==> src/rtl/cap_board_decoder_seq.sv <==
// Cap-board decoder: debounces the board address switches, qualifies the tuning strobe and
// walks board_out one bit at a time toward a thermometer target. Optional macro: ADDR_LOCK_EN.
module cap_board_decoder_seq #(
    parameter int NUM_IDS    = 4,
    parameter int SW_WIDTH   = 6,
    parameter int CODE_WIDTH = 7,
    parameter int EN_WAIT    = 4,
    parameter int ADDR_WAIT  = 15,
    parameter int STEP_GAP   = 2
) (
    input  logic                  clk,
    input  logic                  rst,
    input  logic [SW_WIDTH-1:0]   sw_in,
    input  logic                  enable,
    input  logic [CODE_WIDTH-1:0] tuning_code,
    output logic [NUM_IDS-1:0]    board_out,
    output logic                  busy,
    output logic                  addr_valid,
    output logic [CODE_WIDTH-1:0] base_addr
);

    localparam int LOG_N = $clog2(NUM_IDS);
    localparam int BW    = SW_WIDTH + LOG_N + 1;
    localparam int CMPW  = ((BW > CODE_WIDTH) ? BW : CODE_WIDTH) + 1;
    localparam int AW    = (ADDR_WAIT > 0) ? $clog2(ADDR_WAIT + 1) : 1;
    localparam int ENW   = $clog2(EN_WAIT + 1);
    localparam int GW    = (STEP_GAP > 1) ? $clog2(STEP_GAP) : 1;

    typedef enum logic [1:0] {IDLE, APPLY, GAP} state_t;

    logic [SW_WIDTH-1:0] swPrev;
    logic [SW_WIDTH-1:0] swStable;
    logic [AW-1:0]       addrCnt;
    logic                acceptOk;
    logic [SW_WIDTH-1:0] board;
    logic [BW-1:0]       baseCalc;
    logic [BW-1:0]       baseReg;
    logic                addrValid;
    logic [ENW-1:0]      enCnt;
    logic                qualified;
    logic [NUM_IDS-1:0]  sampleTarget;

    state_t              state, stateNext;
    logic [NUM_IDS-1:0]  boardOut, boardNext;
    logic                busyReg, busyNext;
    logic [NUM_IDS-1:0]  target, targetNext;
    logic [GW-1:0]       gapCnt, gapNext;
    logic [NUM_IDS-1:0]  tgtEff, clrMask, setMask, stepMask, stepOut;

`ifdef ADDR_LOCK_EN
    // Only board 0 (all switches off) may be replaced; the first real board sticks until reset.
    assign acceptOk = (swStable == '1);
`else
    assign acceptOk = 1'b1;
`endif

    always_ff @(posedge clk) begin
        if (rst) begin
            swPrev   <= '1;
            swStable <= '1;
            addrCnt  <= '0;
        end else if (sw_in != swPrev) begin
            swPrev  <= sw_in;
            addrCnt <= '0;
        end else if (addrCnt < AW'(ADDR_WAIT)) begin
            addrCnt <= addrCnt + AW'(1);
        end else if (acceptOk) begin
            swStable <= swPrev;
        end
    end

    assign board    = ~swStable;
    assign baseCalc = ((BW'(board) - BW'(1)) << LOG_N) + BW'(1);

    always_ff @(posedge clk) begin
        if (rst) begin
            baseReg   <= '0;
            addrValid <= 1'b0;
        end else begin
            addrValid <= (board != '0);
            baseReg   <= (board != '0) ? baseCalc : '0;
        end
    end

    assign addr_valid = addrValid;
    assign base_addr  = CODE_WIDTH'(baseReg);

    always_ff @(posedge clk) begin
        if (rst || !enable || (enCnt == ENW'(EN_WAIT - 1))) begin
            enCnt <= '0;
        end else begin
            enCnt <= enCnt + ENW'(1);
        end
    end

    assign qualified = enable && (enCnt == ENW'(EN_WAIT - 1));

    // Compare at full width so bases beyond the tuning code range yield a zero target.
    always_comb begin
        sampleTarget = '0;
        for (int i = 0; i < NUM_IDS; i++) begin
            sampleTarget[i] = addrValid && (CMPW'(tuning_code) >= (CMPW'(baseReg) + CMPW'(i)));
        end
    end

    // Break-before-make: drop the highest surplus bit first, otherwise add the lowest missing one.
    always_comb begin
        tgtEff   = addrValid ? target : '0;
        clrMask  = boardOut & ~tgtEff;
        setMask  = ~boardOut & tgtEff;
        stepMask = '0;
        for (int i = 0; i < NUM_IDS; i++) begin
            if (clrMask[i]) stepMask = NUM_IDS'(1) << i;
        end
        if (clrMask == '0) stepMask = setMask & (~setMask + NUM_IDS'(1));
        stepOut = boardOut ^ stepMask;
    end

    always_comb begin
        stateNext  = state;
        boardNext  = boardOut;
        busyNext   = busyReg;
        targetNext = target;
        gapNext    = gapCnt;
        case (state)
            IDLE: begin
                if (qualified) begin
                    targetNext = sampleTarget;
                    if (sampleTarget != boardOut) begin
                        stateNext = APPLY;
                        busyNext  = 1'b1;
                    end
                end
            end
            APPLY: begin
                boardNext = stepOut;
                gapNext   = '0;
                if (stepOut != tgtEff) begin
                    stateNext = (STEP_GAP > 0) ? GAP : APPLY;
                end else begin
                    stateNext = IDLE;
                    busyNext  = 1'b0;
                end
            end
            GAP: begin
                if (gapCnt == GW'(STEP_GAP - 1)) begin
                    stateNext = APPLY;
                    gapNext   = '0;
                end else begin
                    gapNext = gapCnt + GW'(1);
                end
            end
            default: begin
                stateNext = IDLE;
                busyNext  = 1'b0;
            end
        endcase
    end

    always_ff @(posedge clk) begin
        if (rst) begin
            state    <= IDLE;
            boardOut <= '0;
            busyReg  <= 1'b0;
            target   <= '0;
            gapCnt   <= '0;
        end else begin
            state    <= stateNext;
            boardOut <= boardNext;
            busyReg  <= busyNext;
            target   <= targetNext;
            gapCnt   <= gapNext;
        end
    end

    assign board_out = boardOut;
    assign busy      = busyReg;

endmodule

==> config.mk <==
export PLATFORM = sky130hd
export DESIGN_NAME = cap_board_decoder_seq
export DESIGN_NICKNAME = d
export VERILOG_FILES = /design/src/rtl/cap_board_decoder_seq.sv
export SDC_FILE = /design/constraint.sdc
export NUM_CORES = 1
export LEC_CHECK = 0
export ABC_CLOCK_PERIOD_IN_PS = 5100
export BUFFER_PORTS_ARGS = -buffer_cell sky130_fd_sc_hd__buf_4
export CAP_MARGIN = 30
export CORE_MARGIN = 1.5
export CORE_UTILIZATION = 45
export DETAILED_ROUTE_END_ITERATION = 12
export HOLD_SLACK_MARGIN = 0.05
export PLACE_DENSITY = 0.62
export SETUP_SLACK_MARGIN = 0.5
export SLEW_MARGIN = 25
export SYNTH_ARGS = -nofsm -noshare
export SYNTH_HDL_FRONTEND = slang
export SYNTH_SLANG_ARGS = --single-unit
export TNS_END_PERCENT = 10
==> constraint.sdc <==
create_clock -name clk -period 5.1 [get_ports clk]
set_input_delay 1.02 -clock clk [delete_from_list [all_inputs] [get_ports clk]]
set_output_delay 1.02 -clock clk [all_outputs]
set_load 0.03 [all_outputs]
# Yosys cells after proc, flatten, opt, wreduce, memory -nomap -nowiden
# Cells that the tools add are included.
# word_totals
reg_bits	41
output_inout_bits	13
# op_classes
magnitude_cmp	5
bitwise	12
n_reduce_logical	18
n_mux	17
addsub	9
eq_ne	10
# ops
cell	count
$ge 7x10->1	3
$add 9x2->10 const B	2
$mux 4	5
$and 4x4->4	3
$not 4->4	3
$add 9x1->10 const B	1
$add 9x1->9 const B	1
$ge 7x9->1	1
$add 4x1->4 const B	2
$mux 2	4
$ne 2x2->1 const B	4
$ne 4x4->1	2
$sub 6x1->7 const B	1
$ne 6x6->1	1
$not 6->6	1
$pmux 2 s3	1
$reduce_bool 6->1	1
$logic_and 1x1->1	5
$mux 1	5
$logic_not 4->1	1
$lt 4x4->1 const B	1
$not 1->1	4
$reduce_and 2->1	2
$reduce_and 4->1	1
other kinds (14)	16

# Longest topological paths before layout
# depth
ltp_word	12
depth_mapped	11
depth_no_buf	11

# Worst setup path before layout
# No wires, ideal clock.
# synth_path
path_type	input to register
start	input port tuning_code[6]
end	register state[1]
n_path_buf	0
setup_time_ps	119
slack_ps	2372
arrival_ps	2608
required_time_ps	4981
cell_stages	8
path_cell_list	ha_1 > and3_4 > a221oi_4 > a21oi_2 > o311ai_4 > o2111ai_2 > o211ai_2 > nand2_1
# synth_via
elab_chain_len	5
word_cells_on_any_way	11
cone_classes	order compare (4); eq/ne (2); reduce/logical (5)
# synth_rtl
item	line	text
start: declaration	15	input logic [CODE_WIDTH-1:0] tuning_code,
$ge 7x10->1 or $ge 7x9->1 (tied branches)	102	sampleTarget[i] = addrValid && (CMPW'(tuning_code) >= (CMPW'(baseReg) + CMPW'(i)));
$logic_and 1x1->1	102	
$ne 4x4->1 (*)	129	if (sampleTarget != boardOut) begin
$ne 2x2->1 (no line) (*)	n/a	
$reduce_and 3->1 (no line) (*)	n/a	
end signal: assignment	168	state <= stateNext;
end: declaration	43	state_t state, stateNext;
# Every way passes the cells marked *; elsewhere a longest branch is shown, timed or not.
# A chain may end at the register's enable or synchronous reset.

# Worst setup path in the final report
# layout_path
start	input port tuning_code[6]
end	register state[0]
# Same word-level chain as after synthesis.

==> flow_summary_export.csv <==
group,metric,value,unit
worst_setup_path,cp-end-kind,"register",
synth,synth-seq-area-share,32.5,%
synth,synth_top_area_share,32.5,%
place,dpl_worst_slack,2.10,ns
synth,synth_ff_type,"dfxtp_1",
synth,postSynthAreaPerCell,8.75,um2
worst_setup_path,slowest_delay,0.34,ns
floorplan,floorplan.initialDensity,47.4,%
worst_setup_path,arrival,2.89,ns
drt,vias_per_cell,5.14,
cts,clock_path_buffers,2,
place,placed_cell_area,2680,um2
global_route,grt_pass1_vias,1841,
cts,cts_buffers,5,
layout,finalInstanceArea,2790,um2
pwr,p_leak,1.16,nW
drt,ant_nets,0,
place,hpwl,3650,um
global_route,grt_pass1_wl,8260,um
timing,hold_slack,0.435,ns
worst_setup_path,path_cells,"buf_4 -> ha_1 -> and3_4 -> a221oi_4 -> a21oi_2 -> o311ai_4 -> o2111ai_2 -> o21ai_1 -> nand3_1",
cts,postCtsSetupBuffers,0,
drt,drt_iter0_markers,102,
layout,antenna_cells,0,
floorplan,fp-row-count,26,
worst_setup_path,worst_ep_required_time,5.29,ns
global_route,antenna_found_initial,0,
synth,synth_cells,282,
synth,synth_area,2470,um2
timing,setup_viol,0,
synth,synth_cell_type_count,55,
layout,drive_gt1_share,18.0,%
cts,cts_tree,"done",
timing,max_freq,370,MHz
cts,cts.htree.levels,2,
timing,min_period_over_period,53.0,%
place,gp_congestion,0.821,
timing,hold_violations,0,
drt,wl,4580,um
floorplan,die_h,77.0,um
worst_setup_path,critPathMaxFanout,5,
synth,ys_seq_elements,40,
global_route,track_usage,17.3,%
cts,insertion_delay,0.30,ns
cts,ctsHoldBuffers,0,
worst_setup_path,start_kind,"input port",
worst_setup_path,criticalPathCategory,"input port to register",
outcome,status,"complete, no violations",
timing,fin_skew,0.0154,ns
synth,synth_area_leaders,"dfxtp_1 32%, ha_1 12%, nor2_1 4.1%, xnor2_1 3.9%, mux2i_1 3.7%",
cts,post_cts_resized,0,
synth,yosys_warnings,0,
floorplan,core,5200,um2
layout,n_fill_cell,515,
timing,timing.final.ws_setup,2.40,ns
drt,dr.pass1.iters,4,
floorplan,dieArea,5940,um2
floorplan,die_width,77.0,um
cts,cts.root.buffer_cell,"clkbuf_8",
synth,async_flop_share,0,%
cts,cts.sinks,40,
floorplan,io_pins,29,
drt,wire_per_inst,12.2,um
pwr,ir_worst_vdd,0.208,mV
place,placed_cells,368,
timing,final.min_clock_period,2.70,ns
worst_setup_path,critPathSlowestCell,"ha_1",
pwr,p_per_area,265,nW/um2
layout,layoutNonFillerInstCount,376,
drt,drc_errors,0,
synth,yosysTopAreaCell,"dfxtp_1",
layout,area_growth,12.9,%
min_path,hold_path.class,"register to register",
timing,rsz0062_at_grt,"no",
cts,clk_pin_slew,0.09,ns
synth,synth_edf_count,0,
timing,slew_viol_final,0,
drt,vias,1931,
global_route,gr-total-overflow,0,
flow_run,cap_violations,0,
global_route,grt_max_degree,21,
layout,final_nets,344,
timing,setup_tns,0,ns
place,io_buffers,27,
==> worst paths after layout <==
| path | from | to | slack [ns] | depth (start not counted) |
|---|---|---|---|---|
| worst min-delay path | enCnt[0]$_SDFF_PP0_ | enCnt[0]$_SDFF_PP0_ | 0.43 | 1 |
| worst max register to register | baseReg[0]$_SDFF_PP0_ | state[1]$_SDFFE_PP0P_ | 2.50 | 11 |
| worst max-delay path | tuning_code[6] | state[0]$_SDFFE_PP0P_ | 2.40 | 9 |
| worst min register to register | enCnt[0]$_SDFF_PP0_ | enCnt[0]$_SDFF_PP0_ | 0.43 | 1 |
==> flip-flops by register name, indices dropped and copies added, names as in the netlist, 2 cells and up <==
signal     cells
baseReg        8
board_out      4
state          2
target         4
swStable       6
enCnt          3
addrCnt        4
swPrev         6
==> worst max-delay path, delay by kind of cell <==
| kind | cells | cell delay (ns) |
|---|---|---|
| AO/OA/AOI/OAI | 5 | 1.12 |
| buffers and inverters | 1 | 0.12 |
| AND/OR/NAND/NOR | 2 | 0.30 |
| adder cells (fa/ha/maj) | 1 | 0.34 |
==> per-layer routing <==
metal | vias to the layer above | global-route usage, % | part of all wire (%)
met1 | 877 | 21.8 | 48
li1 | 1025 | - | -
met4 | 0 | 6.00 | 1.5
met3 | 6 | 4.64 | 3.3
met5 | - | 0 | 0
met2 | 23 | 28.4 | 47
==> cells in the mapped netlist, drive strengths merged (2+ instances only) <==
library cell and number:
a21oi 13, o211ai 2, nand4 5, and2 5, dfxtp 40, mux2 2, a221oi 2, or2 7
a21o 6, nand2 24, and3 6, nor2 28, clkbuf 2, nor3 4, xnor2 11, inv 21
ha 23, xor2 8, o31ai 2, a211oi 3, nand3 16, a31oi 3, a311oi 2, o311ai 2
o21ai 8, mux2i 9, buf 10
==> cell families (layout without fill, tap and decap cells) <==
group	after synthesis	count (layout)	synth area share [%]
flops	40	40	32.5
fa+ha+maj	23	23	11.7
mux	11	11	4.56
compound gates	50	50	15.9
xor+xnor	19	19	6.74
other cells	1	2	0.152
buf+inv	33	56	6.69
simple gates	105	105	21.9
==> through the flow <==
stage	total power, mW	util (%)
after detailed placement	0.490	51.4
final	0.740	53.5
after global placement	0.487	51.4
after floorplan	0.453	-
after global routing	0.789	53.5
after CTS	0.749	53.5
==> report_power, final <==
group,switching (mW),total (mW),internal [mW]
sequential,0.0186,0.343,0.324
clock,0.113,0.258,0.145
combinational,0.0812,0.139,0.0579
total,0.213,0.740,0.527
==> final cells by class <==
class | instances | area [um2] | area share, %
Sequential cell | 40 | 801 | 28.7
Timing Repair Buffer | 27 | 203 | 7.27
Clock buffer | 5 | 68.8 | 2.47
Clock inverter | 3 | 42.5 | 1.53
Tap cell | 70 | 87.6 | 3.14
Multi-Input combinational cell | 210 | 1510 | 54.0
Inverter | 21 | 78.8 | 2.83
==> placed cells by master (no fill, tap or decap), types with 4 or more instances in the layout <==
master,synthesis,routed
mux2i_1,9,9
ha_1,23,23
nor2_1,27,27
and3_1,4,4
dfxtp_1,40,40
nor3_1,4,4
a21oi_1,11,11
a21o_1,6,6
inv_1,21,21
clkbuf_8,0,5
buf_4,9,27
nand3_1,16,16
o21ai_0,6,6
xor2_1,8,8
nand4_1,5,5
or2_2,6,6
xnor2_1,11,11
nand2_1,24,24
and2_1,5,5
No activity file was read; power rests on OpenSTA's default activity.
